$ cat src/rtl/tiny45_mem_pkg.sv
// Shared definitions for the Tiny45 load/store path: FSM states, mem_op size codes,
// default QPI command bytes and the access-size / load-extension helpers.
package tiny45_mem_pkg;

  typedef enum logic [3:0] {
    S_IDLE,
    S_STORE_CAP,
    S_CMD,
    S_ADDR,
    S_DUMMY,
    S_RDATA,
    S_WDATA,
    S_DESEL,
    S_RESP
  } state_e;

  localparam logic [1:0] MEM_BYTE = 2'd0;
  localparam logic [1:0] MEM_HALF = 2'd1;
  localparam logic [1:0] MEM_WORD = 2'd2;

  localparam logic [7:0] QPI_READ_CMD  = 8'hEB;
  localparam logic [7:0] QPI_WRITE_CMD = 8'h38;

  // Size code 3 is treated as a word access.
  function automatic logic [2:0] nbytes(input logic [2:0] mem_op);
    case (mem_op[1:0])
      MEM_BYTE: return 3'd1;
      MEM_HALF: return 3'd2;
      default:  return 3'd4;
    endcase
  endfunction

  function automatic logic [31:0] load_extend(input logic [31:0] w, input logic [2:0] mem_op);
    logic fill;
    fill = 1'b0;
    case (mem_op[1:0])
      MEM_BYTE: begin
        fill = ~mem_op[2] & w[7];
        return {{24{fill}}, w[7:0]};
      end
      MEM_HALF: begin
        fill = ~mem_op[2] & w[15];
        return {{16{fill}}, w[15:0]};
      end
      default: return w;
    endcase
  endfunction

endpackage

$ cat src/rtl/tiny45_qspi_mem_if.sv
// Core-side request/response signals plus the QPI device pins of the memory responder.
interface tiny45_qspi_mem_if;
  logic [23:0] addr;
  logic [2:0]  mem_op;
  logic        start_read;
  logic        start_write;
  logic [2:0]  counter;
  logic [3:0]  store_data;
  logic [3:0]  data_out;
  logic        load_data_ready;
  logic        busy;
  logic        spi_cs_n;
  logic        spi_clk;
  logic [3:0]  spi_data_out;
  logic        spi_data_oe;
  logic [3:0]  spi_data_in;

  modport slave (
    input  addr, mem_op, start_read, start_write, counter, store_data, spi_data_in,
    output data_out, load_data_ready, busy, spi_cs_n, spi_clk, spi_data_out, spi_data_oe
  );

  modport master (
    output addr, mem_op, start_read, start_write, counter, store_data, spi_data_in,
    input  data_out, load_data_ready, busy, spi_cs_n, spi_clk, spi_data_out, spi_data_oe
  );
endinterface

$ cat src/rtl/tiny45_qspi_nibble.sv
// Two-clock nibble timer: spi_clk phase and nibble index within the current FSM state.
// The index restarts whenever the last nibble of a state ends or the bus goes idle.
module tiny45_qspi_nibble #(
  parameter int unsigned NW = 5
) (
  input  logic          clk,
  input  logic          rstn,
  input  logic          run_i,
  input  logic          last_i,
  output logic          spi_clk_o,
  output logic          nib_end_o,
  output logic [NW-1:0] nib_o
);

  logic          ph_q;
  logic [NW-1:0] nib_q;

  always_ff @(posedge clk) begin
    if (!rstn || !run_i) begin
      ph_q  <= 1'b0;
      nib_q <= '0;
    end else begin
      ph_q <= ~ph_q;
      if (ph_q) nib_q <= last_i ? '0 : nib_q + NW'(1);
    end
  end

  // Second clock of a nibble: spi_clk high, device data is taken at its closing edge.
  assign spi_clk_o = ph_q & run_i;
  assign nib_end_o = ph_q & run_i;
  assign nib_o     = nib_q;

endmodule

$ cat src/rtl/tiny45_qspi_mem.sv
// Tiny45 memory responder: turns core load/store requests into QPI transactions and
// replays load results to the core as 8 nibbles aligned to counter==0.
module tiny45_qspi_mem
  import tiny45_mem_pkg::*;
#(
  parameter int unsigned DUMMY_NIBBLES = 6,
  parameter logic [7:0]  READ_CMD      = QPI_READ_CMD,
  parameter logic [7:0]  WRITE_CMD     = QPI_WRITE_CMD
) (
  input  logic             clk,
  input  logic             rstn,
  tiny45_qspi_mem_if.slave bus
);

  localparam int unsigned NW = 5;

  state_e        state_q, state_d;
  logic          wr_q, wr_d;
  logic [23:0]   addr_q, addr_d;
  logic [2:0]    op_q, op_d;
  logic [31:0]   word_q, word_d;
  logic [2:0]    cyc_q, cyc_d;

  logic          run, nib_end, nib_last, spi_clk, rdy;
  logic [NW-1:0] nib, nib_len;
  logic [7:0]    cmd_byte;
  logic [4:0]    addr_lsb, word_lsb;
  logic [3:0]    tx_nib;

  assign run = state_q inside {S_CMD, S_ADDR, S_DUMMY, S_RDATA, S_WDATA};

  always_comb begin
    nib_len = NW'(2);
    case (state_q)
      S_ADDR:           nib_len = NW'(6);
      S_DUMMY:          nib_len = NW'(DUMMY_NIBBLES);
      S_RDATA, S_WDATA: nib_len = NW'({nbytes(op_q), 1'b0});
      default:          ;
    endcase
  end

  assign nib_last = (nib == nib_len - NW'(1));

  tiny45_qspi_nibble #(.NW(NW)) u_nib (
    .clk       (clk),
    .rstn      (rstn),
    .run_i     (run),
    .last_i    (nib_last),
    .spi_clk_o (spi_clk),
    .nib_end_o (nib_end),
    .nib_o     (nib)
  );

  // Wire nibble n is byte n/2, high half first, so its word position is n^1.
  assign word_lsb = {nib[2:0] ^ 3'd1, 2'b00};
  assign addr_lsb = 5'd20 - {nib[2:0], 2'b00};
  assign cmd_byte = wr_q ? WRITE_CMD : READ_CMD;

  always_comb begin
    tx_nib = 4'h0;
    case (state_q)
      S_CMD:   tx_nib = nib[0] ? cmd_byte[3:0] : cmd_byte[7:4];
      S_ADDR:  tx_nib = addr_q[addr_lsb +: 4];
      S_WDATA: tx_nib = word_q[word_lsb +: 4];
      default: ;
    endcase
  end

  // Response waits in RESP until the core's counter wraps to 0, then streams 8 nibbles.
  assign rdy = (state_q == S_RESP) && (cyc_q != 3'd0 || bus.counter == 3'd0);

  always_comb begin
    state_d = state_q;
    wr_d    = wr_q;
    addr_d  = addr_q;
    op_d    = op_q;
    word_d  = word_q;
    cyc_d   = cyc_q;
    case (state_q)
      S_IDLE: begin
        if (bus.start_write) begin
          state_d = S_STORE_CAP;
          wr_d    = 1'b1;
          addr_d  = bus.addr;
          op_d    = bus.mem_op;
          cyc_d   = 3'd0;
        end else if (bus.start_read) begin
          state_d = S_CMD;
          wr_d    = 1'b0;
          addr_d  = bus.addr;
          op_d    = bus.mem_op;
          word_d  = '0;
        end
      end
      S_STORE_CAP: begin
        word_d[{cyc_q, 2'b00} +: 4] = bus.store_data;
        cyc_d = cyc_q + 3'd1;
        if (cyc_q == 3'd7) state_d = S_CMD;
      end
      S_CMD:   if (nib_end && nib_last) state_d = S_ADDR;
      S_ADDR:  if (nib_end && nib_last) state_d = wr_q ? S_WDATA : S_DUMMY;
      S_DUMMY: if (nib_end && nib_last) state_d = S_RDATA;
      S_RDATA: begin
        if (nib_end) word_d[word_lsb +: 4] = bus.spi_data_in;
        if (nib_end && nib_last) state_d = S_DESEL;
      end
      S_WDATA: if (nib_end && nib_last) state_d = S_DESEL;
      S_DESEL: begin
        cyc_d = cyc_q + 3'd1;
        if (cyc_q == 3'd1) begin
          cyc_d = 3'd0;
          if (wr_q) begin
            state_d = S_IDLE;
          end else begin
            state_d = S_RESP;
            word_d  = load_extend(word_q, op_q);
          end
        end
      end
      S_RESP: begin
        if (rdy) begin
          cyc_d = cyc_q + 3'd1;
          if (cyc_q == 3'd7) state_d = S_IDLE;
        end
      end
      default: state_d = S_IDLE;
    endcase
  end

  always_ff @(posedge clk) begin
    if (!rstn) begin
      state_q <= S_IDLE;
      wr_q    <= 1'b0;
      addr_q  <= '0;
      op_q    <= '0;
      word_q  <= '0;
      cyc_q   <= '0;
    end else begin
      state_q <= state_d;
      wr_q    <= wr_d;
      addr_q  <= addr_d;
      op_q    <= op_d;
      word_q  <= word_d;
      cyc_q   <= cyc_d;
    end
  end

  assign bus.busy            = (state_q != S_IDLE);
  assign bus.spi_cs_n        = ~run;
  assign bus.spi_clk         = spi_clk;
  assign bus.spi_data_oe     = state_q inside {S_CMD, S_ADDR, S_WDATA};
  assign bus.spi_data_out    = tx_nib;
  assign bus.load_data_ready = rdy;
  assign bus.data_out        = rdy ? word_q[{cyc_q, 2'b00} +: 4] : 4'h0;

endmodule

$ cat src/flat_wrapper.sv
// flat-port wrapper written by rule: the top's interface ports become plain ports
module tiny45_qspi_mem_flat import tiny45_mem_pkg::*;
#(
  parameter int unsigned DUMMY_NIBBLES = 6,
  parameter logic [7:0]  READ_CMD      = QPI_READ_CMD,
  parameter logic [7:0]  WRITE_CMD     = QPI_WRITE_CMD
)
  (clk, rstn, bus_addr, bus_mem_op, bus_start_read, bus_start_write, bus_counter, bus_store_data, bus_spi_data_in, bus_data_out, bus_load_data_ready, bus_busy, bus_spi_cs_n, bus_spi_clk, bus_spi_data_out, bus_spi_data_oe);
  tiny45_qspi_mem_if bus_i ();
  input  logic clk;
  input  logic rstn;
  input wire logic [$bits(bus_i.addr)-1:0] bus_addr;
  input wire logic [$bits(bus_i.mem_op)-1:0] bus_mem_op;
  input wire logic [$bits(bus_i.start_read)-1:0] bus_start_read;
  input wire logic [$bits(bus_i.start_write)-1:0] bus_start_write;
  input wire logic [$bits(bus_i.counter)-1:0] bus_counter;
  input wire logic [$bits(bus_i.store_data)-1:0] bus_store_data;
  input wire logic [$bits(bus_i.spi_data_in)-1:0] bus_spi_data_in;
  output wire logic [$bits(bus_i.data_out)-1:0] bus_data_out;
  output wire logic [$bits(bus_i.load_data_ready)-1:0] bus_load_data_ready;
  output wire logic [$bits(bus_i.busy)-1:0] bus_busy;
  output wire logic [$bits(bus_i.spi_cs_n)-1:0] bus_spi_cs_n;
  output wire logic [$bits(bus_i.spi_clk)-1:0] bus_spi_clk;
  output wire logic [$bits(bus_i.spi_data_out)-1:0] bus_spi_data_out;
  output wire logic [$bits(bus_i.spi_data_oe)-1:0] bus_spi_data_oe;
  assign bus_i.addr = bus_addr;
  assign bus_i.mem_op = bus_mem_op;
  assign bus_i.start_read = bus_start_read;
  assign bus_i.start_write = bus_start_write;
  assign bus_i.counter = bus_counter;
  assign bus_i.store_data = bus_store_data;
  assign bus_i.spi_data_in = bus_spi_data_in;
  assign bus_data_out = bus_i.data_out;
  assign bus_load_data_ready = bus_i.load_data_ready;
  assign bus_busy = bus_i.busy;
  assign bus_spi_cs_n = bus_i.spi_cs_n;
  assign bus_spi_clk = bus_i.spi_clk;
  assign bus_spi_data_out = bus_i.spi_data_out;
  assign bus_spi_data_oe = bus_i.spi_data_oe;
  tiny45_qspi_mem #(.DUMMY_NIBBLES(DUMMY_NIBBLES), .READ_CMD(READ_CMD), .WRITE_CMD(WRITE_CMD)) u_core (.clk(clk), .rstn(rstn), .bus(bus_i));
endmodule
$ cat config.mk
export PLATFORM = sky130hd
export DESIGN_NAME = tiny45_qspi_mem_flat
export DESIGN_NICKNAME = d
export VERILOG_FILES = /design/src/rtl/tiny45_mem_pkg.sv /design/src/rtl/tiny45_qspi_mem_if.sv /design/src/rtl/tiny45_qspi_nibble.sv /design/src/rtl/tiny45_qspi_mem.sv /design/src/flat_wrapper.sv
export SDC_FILE = /design/constraint.sdc
export NUM_CORES = 1
export LEC_CHECK = 0
export ABC_CLOCK_PERIOD_IN_PS = 4000
export BUFFER_PORTS_ARGS = -buffer_cell sky130_fd_sc_hd__buf_4
export CORE_ASPECT_RATIO = 0.7
export CORE_MARGIN = 1.5
export CORE_UTILIZATION = 60
export DETAILED_ROUTE_END_ITERATION = 12
export GPL_ROUTABILITY_DRIVEN = 0
export PLACE_DENSITY = 0.86
export SLEW_MARGIN = 0
export SYNTH_ARGS = -nofsm -noshare
export SYNTH_HDL_FRONTEND = slang
export SYNTH_SLANG_ARGS = --single-unit
export TNS_END_PERCENT = 1
$ cat constraint.sdc
create_clock -name clk -period 4 [get_ports clk]
set_input_delay 0.8 -clock clk [delete_from_list [all_inputs] [get_ports clk]]
set_output_delay 0.8 -clock clk [all_outputs]
set_load 0.05 [all_outputs]
# After elaboration in Yosys (flattened, before gate mapping)
# Cells that the tools add are included.
[word_totals] input_bits=42 regBits=73
[classes] n_addsub=6 shifts=7 bitwise=8 eq_ne=29 muxes=39 reduce_logical=25
[op_table] cell="two-way mux 32 bit" count=5
[op_table] cell="one-hot mux 32 bit (4 select lines)" count=1
[op_table] cell="bitwise mux 32 bit" count=2
[op_table] cell="one-hot mux 32 bit (2 select lines)" count=1
[op_table] cell="variable shift 4 x 7 -> 32 bit, first input constant" count=2
[op_table] cell="indexed part select 32 x 6 -> 4 bit" count=2
[op_table] cell="indexed part select 4 x 7 -> 32 bit" count=2
[op_table] cell="two-way mux 4 bit" count=13
[op_table] cell="two-way mux 24 bit" count=2
[op_table] cell="one-hot mux 4 bit (8 select lines)" count=1
[op_table] cell="indexed part select 24 x 6 -> 4 bit" count=1
[op_table] cell="!= test 2 bit, second input constant" count=10
[op_table] cell="equality test 4 x 3 -> 1 bit, second input constant" count=4
[op_table] cell="two-way mux 3 bit" count=5
[op_table] cell="negator 5 -> 7 bit" count=2
[op_table] cell="one-hot mux 3 bit (4 select lines)" count=1
[op_table] cell="one-hot mux 4 bit (3 select lines)" count=1
[op_table] cell="nonzero test 4 bit" count=3
[op_table] cell="!= test 2 x 1 -> 1 bit, second input constant" count=5
[op_table] cell="AND reduction 9 bit" count=1
[op_table] cell="nonzero test 3 bit" count=3
[op_table] cell="equality test 4 x 2 -> 1 bit, second input constant" count=2
[op_table] cell="two-way mux 8 bit" count=1
[op_table] cell="one-hot mux 4 bit (2 select lines)" count=1
[op_table] cell="31 further kinds" count=43

# Longest topological paths before layout
# Gate-level depths: netlist of the first run.
[logic_depth] ltp_word=8 mapped_depth=11 mapped_depth_nobuf=8

# Hierarchy
# A second synthesis of the first run with hierarchy kept.
[hier_totals] cells_unflattened=624 area_unflattened_um2=5218.8
[by_module_without_submodules] module="tiny45_qspi_mem" seq_area_each_um2=1341.3 area_per_inst_um2=4953.5 cells_per_inst=596 instances=1
[by_module_without_submodules] module="tiny45_qspi_nibble" seq_area_each_um2=120.1 area_per_inst_um2=265.3 cells_per_inst=28 instances=1

# Worst setup path after synthesis of the first run
# Ideal clock, no wire load.
[synth_timing] kind="register to output" start="register u_core.cyc_q[0]" end="output bus_data_out[0]" n_path_buf=2 required_ps=3200 slack_ps=687 arrival_time_ps=2513 path_stages_with_launch=9 path_cell_list="dfxtp_1 clkbuf_1 buf_2 inv_1 ha_1 ha_1 o31ai_1 nand2_1 a21oi_1"
[synth_via] elab_chain_cells=4 elab_cells_between_ends=5
[synth_rtl] item="start: declaration" line="tiny45_qspi_mem.sv:22" source="logic [2:0] cyc_q, cyc_d;"
[synth_rtl] item="start signal: assignment" line="tiny45_qspi_mem.sv:144" source="cyc_q <= cyc_d;"
[synth_rtl] item="parallel branches: the longest is 3 deep, another holds indexed part select 32 x 6 -> 4 bit"
[synth_rtl] item="two-way mux 4 bit *" line="tiny45_qspi_mem.sv:154" source="assign bus.data_out = rdy ? word_q[{cyc_q, 2'b00} +: 4] : 4'h0;"
[synth_rtl] item="end: declaration" line="flat_wrapper.sv:19" source="output wire logic [$bits(bus_i.data_out)-1:0] bus_data_out;"
# Every way passes the cells marked *.

# Final worst setup path of the first run
[layout_timing] start="register u_core.cyc_q[1]" end="output bus_data_out[3]"
# Same word-level chain as after synthesis.

==> results.py, run 1 <==
metrics = {
    "clocking": {
        "cts_resized": 0,
        "cts_sinks": 73,
        "root_buffer": "clkbuf_16",
        "cts_inserted_buffers": 9,
        "cts_tree": "done",
        "clkTransAtPathRegs_ps": 60,
        "hold_buffers": 0,
        "htreeDepth": 3,
        "clkLatencyLatePin_ps": 340,
        "cts_setup_buffers": 0,
        "cts_buffer_depth": 2,
    },
    "global_route": {
        "busiest_layer": "met2",
        "grt-ovfl-total": 0,
        "antenna_found_initial": 0,
        "grt_pass1_vias": 4706,
        "grt_use_met2_pct": 53.9,
        "grt_pass1_wl_um": 25200,
        "track_usage_pct": 34.9,
        "gr-usage-met3_pct": 9.71,
        "grt_max_degree": 35,
        "grtUsageMet1_pct": 47.5,
    },
    "setup_path": {
        "cp-start-kind": "register",
        "reg2reg_depth": 7,
        "end_kind": "output pin",
        "cp_common_cell": "ha_1",
        "crit_path_max_fanout": 15,
        "timing.rr.start": "u_core.u_nib.nib_o[1]",
        "crit_chain": "inv_1 > ha_1 > ha_1 > o31ai_1 > nand2_1 > a21oi_1 > buf_4",
        "critPathTopFamily": "flip-flops",
        "max_stage_delay_ps": 750,
        "cp.required_ps": 3200,
        "cp.arrival_ps": 2710,
        "crit_buf_inv": 2,
        "slowest_stage": "dfxtp_1",
        "reg2reg_to": "u_core.word_q[13]",
        "rrSetupSlack_ps": 910,
        "crit_type": "register to output pin",
    },
    "final_layout": {
        "stdcell_count": 728,
        "diodes": 0,
        "stdcell_area_um2": 6140,
        "final_common_cell": "nand2_1",
        "fillCellCount": 634,
        "layout_common_cells": "nand2_1, mux2i_1, dfxtp_1",
        "final_nets": 661,
        "layout-drive-gt1-share_pct": 23.5,
        "syn2layout_area_growth_pct": 13.2,
    },
    "sta": {
        "whs_ps": 456,
        "min_period_over_period_pct": 87.8,
        "tightest_slew_ps": 1220,
        "tns_ps": 0,
        "relSlewSlack_pct": 18.6,
        "period_needed_ps": 3510,
        "max_freq_mhz": 285,
        "rsz0062_at_grt": "no",
        "final_max_slew_viol_count": 0,
        "skew_ps": 8.55,
        "finalSetupViolCount": 0,
        "finalHoldViolCount": 0,
    },
    "synth": {
        "async_flop_share_pct": 0,
        "synth-edff-count": 0,
        "synth_top_area_share_pct": 27.0,
        "netlist_instances": 579,
        "ys_seq_area_share_pct": 27.0,
        "synth-main-ff-cell": "dfxtp_1",
        "ys_seq_elements": 73,
        "avgSynthCellArea_um2": 9.36,
        "synth_area_leaders": "dfxtp_1, mux2i_1, mux4_2",
        "yosysWarnings": 0,
        "synthesis.area_um2": 5420,
        "syn_nets": 636,
        "yosysUniqueCellTypes": 75,
        "yosysTopAreaCell": "dfxtp_1",
    },
    "detailed_routing": {
        "drt_iter0_markers": 692,
        "wl_per_cell_um": 22.4,
        "via_per_inst": 7.05,
        "wirelength_um": 16300,
        "first_pass_iters": 6,
        "vias": 5129,
        "antenna_left": 0,
        "drc": 0,
    },
    "place": {
        "dpl.cell_count": 713,
        "dpl.hpwl_um": 11500,
        "io_buffers": 54,
        "place_area_um2": 5790,
    },
    "min_path": {
        "hold-path-endpoint": "u_core.addr_q[1]",
        "hold_path.class": "register to register",
        "holdCritStartpoint": "u_core.addr_q[1]",
        "min_delay_path_depth": 2,
    },
    "power": {
        "p_sw_mw": 1.30,
        "p_int_mw": 1.92,
        "peakVddDrop_mv": 0.299,
        "powerDensity_nw_per_um2": 524,
        "p_comb_share_pct": 37.8,
        "clockPowerShare_pct": 29.3,
        "p_sw_share_pct": 40.4,
        "p_leak_nw": 2.27,
        "pwr-share-seq_pct": 32.9,
    },
    "die": {
        "io_pins": 55,
        "placementRows": 28,
        "fp.dieW_um": 117,
        "die-area_um2": 9620,
        "initial_utilization_pct": 62.9,
        "coreArea_um2": 8620,
        "die_y_um": 82.5,
    },
    "outcome": {
        "status": "finished, final reports clean",
    },
    "job": {
        "max_cap_violations": 0,
    },
}
==> Yosys cell counts (4+ instances only) <==
library cell  instances
nand2_1              76
mux2i_1              75
dfxtp_1              73
a21oi_1              48
nor2_1               21
mux4_2               20
clkbuf_1             18
ha_1                 15
inv_1                13
o221a_2              13
buf_2                12
o221ai_1             12
and2_1                9
buf_1                 9
nand3_1               9
o21ai_0               9
a22o_1                8
nand2b_1              8
o2bb2ai_1             8
o2bb2ai_2             8
nor3_1                7
o22a_1                6
and4b_1               5
buf_4                 5
o21ai_1               5
o211a_1               4
o31ai_1               4
==> sequential cells by signal, summed over array words and instances, names as in the netlist <==
signal,cells
u_core.state_q,4
u_core.u_nib.ph_q,1
u_core.word_q,32
u_core.u_nib.nib_o,5
u_core.cyc_q,3
u_core.op_q,3
u_core.wr_q,1
u_core.addr_q,24
==> how the worst max path moves through the flow <==
stage	startpoint	endpoint	slack [ps]	cells past startpoint
after global routing	u_core.cyc_q[1]	bus_data_out[3]	320	7
after floorplan	u_core.cyc_q[0]	bus_data_out[0]	690	8
after global placement	u_core.cyc_q[1]	bus_data_out[3]	960	7
after CTS	u_core.cyc_q[1]	bus_data_out[3]	550	7
after detailed placement	u_core.cyc_q[1]	bus_data_out[3]	920	7
final	u_core.cyc_q[1]	bus_data_out[3]	490	7
==> cells by family after synthesis <==
logic type | Yosys count | synth area share, %
fa+ha+maj | 15 | 3.46
flops | 73 | 27.0
simple gates | 176 | 18.4
compound gates | 153 | 22.9
xor+xnor | 4 | 0.785
mux | 95 | 22.2
buf+inv | 63 | 5.40
==> worst register-to-register path, cell delays in order, from the launching register on <==
cell      delay (ps)
dfxtp_1          770
inv_1            200
ha_1             260
ha_1             440
nor4b_2          630
mux2i_1          280
o221ai_1         150
a22o_1           270
==> power groups by stage <==
| stage | combinational, mW | sequential, mW | clock [mW] |
|---|---|---|---|
| after detailed placement | 1.19 | 1.05 | 0 |
| after CTS | 1.20 | 1.04 | 0.941 |
| after global placement | 1.15 | 1.04 | 0 |
| final | 1.22 | 1.06 | 0.941 |
| after global routing | 1.31 | 1.06 | 0.982 |
| after floorplan | 0.994 | 0.936 | 0 |
==> layout make-up <==
class | instances | area [um2] | share of cell area [%]
multi-input combinational | 443 | 3660 | 59.7
sequential | 73 | 1460 | 23.8
timing repair buffer | 61 | 458 | 7.46
clock buffer | 9 | 225 | 3.67
tap | 120 | 150 | 2.45
clock inverter | 6 | 116 | 1.90
inverter | 16 | 60.1 | 0.979
==> per-stage QoR <==
step	power (mW)	util, %	setup WS [ps]
5_1_grt	3.35	71.2	316
2_1_floorplan	1.93	-	687
4_1_cts	3.18	71.2	554
3_3_place_gp	2.19	67.2	963
6_report	3.22	71.2	488
3_5_place_dp	2.24	67.2	919
==> routing by layer <==
layer	routed length, um	share of wire, %	vias to the layer above
met3	1750	11	56
met2	7230	44	335
met5	0	0	-
li1	-	-	2251
met4	442	2.7	0
met1	6850	42	2487
Note: power is estimated with default switching activity, not from simulation.
==> inputs of run 2 (changes only) <==
--- a/config.mk
+++ b/config.mk
@@ -12,7 +12,7 @@
 export CORE_UTILIZATION = 60
 export DETAILED_ROUTE_END_ITERATION = 12
 export GPL_ROUTABILITY_DRIVEN = 0
-export PLACE_DENSITY = 0.86
+export PLACE_DENSITY = 0.83
 export SLEW_MARGIN = 0
 export SYNTH_ARGS = -nofsm -noshare
 export SYNTH_HDL_FRONTEND = slang
==> run 2 against run 1 <==
  * Via count about the same
  * First-iteration DRC count shrank 10%
  * Register-to-register slack improved by 130 ps
  * Clock power is 11% lower
  * Wire length is 0.60% higher
  * Power down 2.6%
  * Sequential share of layout area unchanged
  * Critical path depth fell by 1
  * Setup slack improved by 65 ps
  * Largest power group unchanged
  * Highest routed layer unchanged
==> results.py, run 2 (same netlist as run 1, synthesis figures left out) <==
metrics = {
    "die": {
        "io_pins": 55,
        "die-area_um2": 9620,
        "die_y_um": 82.5,
        "initial_utilization_pct": 62.9,
        "fp.dieW_um": 117,
        "placementRows": 28,
        "coreArea_um2": 8620,
    },
    "clocking": {
        "cts_sinks": 73,
        "htreeDepth": 3,
        "cts_tree": "done",
        "cts_inserted_buffers": 9,
        "root_buffer": "clkbuf_16",
        "cts_setup_buffers": 0,
        "clkLatencyLatePin_ps": 350,
        "hold_buffers": 0,
        "clkTransAtPathRegs_ps": 60,
        "cts_resized": 0,
        "cts_buffer_depth": 2,
    },
    "sta": {
        "skew_ps": 8.44,
        "tns_ps": 0,
        "period_needed_ps": 3450,
        "finalHoldViolCount": 0,
        "layout_setup_ws_ps": 553,
        "whs_ps": 453,
        "finalSetupViolCount": 0,
        "relSlewSlack_pct": 18.5,
        "tightest_slew_ps": 1220,
        "rsz0062_at_grt": "no",
        "max_freq_mhz": 290,
        "final_max_slew_viol_count": 0,
        "min_period_over_period_pct": 86.2,
    },
    "place": {
        "io_buffers": 54,
        "dp_slack_ps": 973,
        "dpl.cell_count": 718,
        "dpl.hpwl_um": 11800,
        "place_area_um2": 5830,
    },
    "global_route": {
        "track_usage_pct": 35.6,
        "grt_pass1_wl_um": 25600,
        "antenna_found_initial": 0,
        "grt-ovfl-total": 0,
        "grt_max_degree": 40,
        "grt_pass1_vias": 4777,
    },
    "setup_path": {
        "reg2reg_depth": 8,
        "cp.required_ps": 3200,
        "timing.rr.start": "u_core.u_nib.nib_o[1]",
        "end_kind": "output pin",
        "crit_path_max_fanout": 19,
        "reg2reg_to": "u_core.word_q[25]",
        "cp-start-kind": "register",
        "cp.arrival_ps": 2650,
        "crit_type": "register to output pin",
        "rrSetupSlack_ps": 1040,
    },
    "final_layout": {
        "largest_register_ffs": 32,
        "final_common_cell": "nand2_1",
        "layout_common_cells": "nand2_1, mux2i_1, dfxtp_1",
        "stdcell_area_um2": 6140,
        "regMostFlops": "u_core.word_q",
        "diodes": 0,
        "stdcell_count": 734,
        "syn2layout_area_growth_pct": 13.2,
        "final_nets": 666,
        "layout-drive-gt1-share_pct": 24.1,
        "final_core_util_pct": 71.2,
    },
    "min_path": {
        "hold-path-endpoint": "u_core.addr_q[7]",
        "hold_path.class": "register to register",
        "min_delay_path_depth": 2,
        "holdCritStartpoint": "u_core.addr_q[7]",
    },
    "power": {
        "peakVddDrop_mv": 0.326,
        "p_sw_share_pct": 42.2,
        "pwr-share-seq_pct": 32.4,
        "powerDensity_nw_per_um2": 511,
        "p_comb_share_pct": 40.9,
        "finalPower_mw": 3.13,
        "clockPowerShare_pct": 26.7,
        "p_int_mw": 1.81,
        "p_leak_nw": 2.28,
        "p_sw_mw": 1.32,
    },
    "detailed_routing": {
        "drc": 0,
        "first_pass_iters": 5,
        "highest_layer": "met4",
        "wl_per_cell_um": 22.3,
        "wl_met2_um": 7050,
        "via_per_inst": 6.98,
        "wirelength_um": 16400,
        "wl_met1_um": 6940,
        "drt_iter0_markers": 622,
        "vias": 5124,
        "antenna_left": 0,
        "route.met3.wl_um": 1900,
    },
    "job": {
        "max_cap_violations": 0,
    },
    "outcome": {
        "status": "finished, final reports clean",
    },
}
run 2: cell types whose count changed in the layout (fill, tap and decap cells not counted), sizes merged:
cell / change
inv: +2
clkinv: -1
clkinvlp: +1
clkbuf: +1
bufinv: -2
buf: +5
run 2: layout make-up:
| cell class | count | area, um2 |
|---|---|---|
| multi-input cells | 443 | 3660 |
| fillers | 651 | 2480 |
| flip-flops and latches | 73 | 1460 |
| repair buffers | 66 | 495 |
| clock buffers | 10 | 229 |
| well taps | 120 | 150 |
| clock inverters | 6 | 75.1 |
| inverters | 16 | 60.1 |
run 2: how the worst max path moves through the flow:
stage,from,to,slack [ps],depth (start not counted)
after floorplan,u_core.cyc_q[0],bus_data_out[0],690,8
after global placement,u_core.u_nib.nib_o[1],bus_spi_data_out[1],1000,6
after detailed placement,u_core.u_nib.nib_o[1],bus_spi_data_out[1],970,6
final,u_core.u_nib.nib_o[0],bus_spi_data_out[1],550,6
after CTS,u_core.u_nib.nib_o[1],bus_spi_data_out[1],560,6
after global routing,u_core.u_nib.nib_o[1],bus_spi_data_out[1],380,6
run 2: routing by layer:
metal	vias to the layer above	GRT usage, %
met5	-	0
met4	0	11.9
met3	65	11.5
met2	313	52.5
met1	2483	49.5
li1	2263	-
run 2: critical path: stages (launching register included):
cell	delay [ps]
dfxtp_1	900
buf_4	340
mux4_2	320
mux2i_1	190
o22a_1	160
o21ai_0	150
buf_4	240
run 2: power by group through the flow:
| stage | registers, mW | clock network (mW) | logic [mW] |
|---|---|---|---|
| 3_5_place_dp | 1.02 | 0 | 1.25 |
| 3_3_place_gp | 1.01 | 0 | 1.21 |
| 5_1_grt | 1.02 | 0.870 | 1.38 |
| 6_report | 1.01 | 0.837 | 1.28 |
| 4_1_cts | 1.00 | 0.839 | 1.26 |
| 2_1_floorplan | 0.936 | 0 | 0.994 |
==> inputs of run 3 (changes only) <==
--- a/config.mk
+++ b/config.mk
@@ -13,6 +13,7 @@
 export DETAILED_ROUTE_END_ITERATION = 12
 export GPL_ROUTABILITY_DRIVEN = 0
 export PLACE_DENSITY = 0.83
+export REMOVE_ABC_BUFFERS = 1
 export SLEW_MARGIN = 0
 export SYNTH_ARGS = -nofsm -noshare
 export SYNTH_HDL_FRONTEND = slang
==> run 3 against run 2 <==
  * Sequential power barely moved
  * Critical path depth is 2 higher
  * Cell area up 0.20%
  * Die area stayed put
  * Via count is 0.41% lower
  * Critical endpoint is now bus_data_out[1]
  * Largest cell class unchanged
  * Highest routed layer unchanged
==> results.py, run 3 (same netlist as run 1, synthesis figures left out) <==
metrics = {
    "final_layout": {
        "final_common_cell": "nand2_1",
        "regMostFlops": "u_core.word_q",
        "largest_register_ffs": 32,
        "layout-drive-gt1-share_pct": 24.2,
        "final_nets": 664,
        "syn2layout_area_growth_pct": 13.5,
        "final_core_util_pct": 71.3,
        "diodes": 0,
        "layout_common_cells": "nand2_1, mux2i_1, dfxtp_1",
    },
    "die": {
        "initial_utilization_pct": 62.9,
        "die-area_um2": 9620,
        "coreArea_um2": 8620,
        "die_y_um": 82.5,
        "io_pins": 55,
        "placementRows": 28,
        "fp.dieW_um": 117,
    },
    "detailed_routing": {
        "first_pass_iters": 5,
        "wl_per_cell_um": 21.8,
        "via_per_inst": 6.97,
        "vias": 5103,
        "wirelength_um": 15900,
        "antenna_left": 0,
        "drt_iter0_markers": 571,
        "drc": 0,
    },
    "min_path": {
        "hold_path.class": "register to register",
        "holdCritStartpoint": "u_core.addr_q[2]",
        "min_delay_path_depth": 2,
    },
    "setup_path": {
        "cp.required_ps": 3200,
        "crit_chain": "buf_4 > inv_1 > ha_1 > ha_1 > o31ai_1 > nand2_1 > a21oi_1 > buf_4",
        "crit_type": "register to output pin",
        "end_kind": "output pin",
        "crit_path_max_fanout": 24,
        "timing.rr.start": "u_core.u_nib.nib_o[1]",
        "cp-start-kind": "register",
        "reg2reg_depth": 8,
        "startpoint": "u_core.cyc_q[0]",
        "slowest_stage": "a21oi_1",
        "max_stage_delay_ps": 330,
        "cp.arrival_ps": 2590,
    },
    "clocking": {
        "cts_buffer_depth": 2,
        "cts_sinks": 73,
        "clkLatencyLatePin_ps": 340,
        "cts_setup_buffers": 0,
        "cts_tree": "done",
        "cts_inserted_buffers": 9,
        "hold_buffers": 0,
        "root_buffer": "clkbuf_16",
        "cts_resized": 0,
        "clkTransAtPathRegs_ps": 60,
        "htreeDepth": 3,
    },
    "sta": {
        "tightest_slew_ps": 1200,
        "max_freq_mhz": 295,
        "rsz0062_at_grt": "no",
        "min_period_over_period_pct": 84.6,
        "final_max_slew_viol_count": 0,
        "skew_ps": 5.09,
        "period_needed_ps": 3390,
        "finalHoldViolCount": 0,
        "tns_ps": 0,
        "finalSetupViolCount": 0,
        "relSlewSlack_pct": 19.6,
        "whs_ps": 455,
    },
    "global_route": {
        "grt_pass1_wl_um": 24800,
        "grt_max_degree": 33,
        "grt_pass1_vias": 4815,
        "antenna_found_initial": 0,
        "grt-ovfl-total": 0,
        "track_usage_pct": 34.4,
    },
    "outcome": {
        "status": "finished, final reports clean",
    },
    "place": {
        "dpl.hpwl_um": 11300,
        "io_buffers": 54,
    },
    "power": {
        "powerDensity_nw_per_um2": 513,
        "p_leak_nw": 2.28,
        "peakVddDrop_mv": 0.282,
    },
    "job": {
        "max_cap_violations": 0,
    },
}
-- run 3: cell count changes in the layout (fill, tap and decap cells not counted), sizes merged --
cell / before / now
clkbuf: 10 / 9
clkinv: 1 / 2
inv: 19 / 18
buf: 66 / 64
bufinv: 1 / 2
-- run 3: critical path: cells and delay by family (launching register included) --
kind / cells / cell delay, ps
buffers and inverters: 3 / 650
AO/OA/AOI/OAI: 2 / 470
flip-flops: 1 / 300
AND/OR/NAND/NOR: 1 / 310
adder cells (fa/ha/maj): 2 / 510
-- run 3: path summary, 6_finish.rpt --
| path | endpoint | slack [ps] |
|---|---|---|
| setup / recovery | bus_data_out[1] | 610 |
| hold reg to reg | u_core.addr_q[2] | 460 |
| hold / removal | u_core.addr_q[2] | 460 |
| setup reg to reg | u_core.word_q[24] | 1110 |
-- run 3: stage by stage --
stage	area [um2]	worst slack (ps)	std cells	total power, mW
2_1_floorplan	5190	755	532	1.86
3_3_place_gp	5820	1150	716	2.19
3_5_place_dp	5820	1050	716	2.24
4_1_cts	6150	694	732	3.13
5_1_grt	6150	554	732	3.30
6_report	6150	615	732	3.16
-- run 3: final cells by class --
cell class	count	area, um2
flip-flops and latches	73	1460
clock buffers	9	225
multi-input cells	443	3670
repair buffers	64	480
fillers	659	2470
inverters	16	60.1
well taps	120	150
clock inverters	7	103
-- run 3: per-layer routing --
layer	vias up	share of wire (%)	routed length (um)	track usage, %
li1	2268	-	-	-
met1	2446	42	6660	47.2
met2	317	43	6860	51.5
met3	72	12	1900	10.5
met4	0	3.2	505	13.0
met5	-	0	0	0
-- run 3: where the power goes --
group,switching (mW),internal (mW)
Sequential,0.189,0.848
Clock,0.341,0.553
Combinational,0.765,0.460
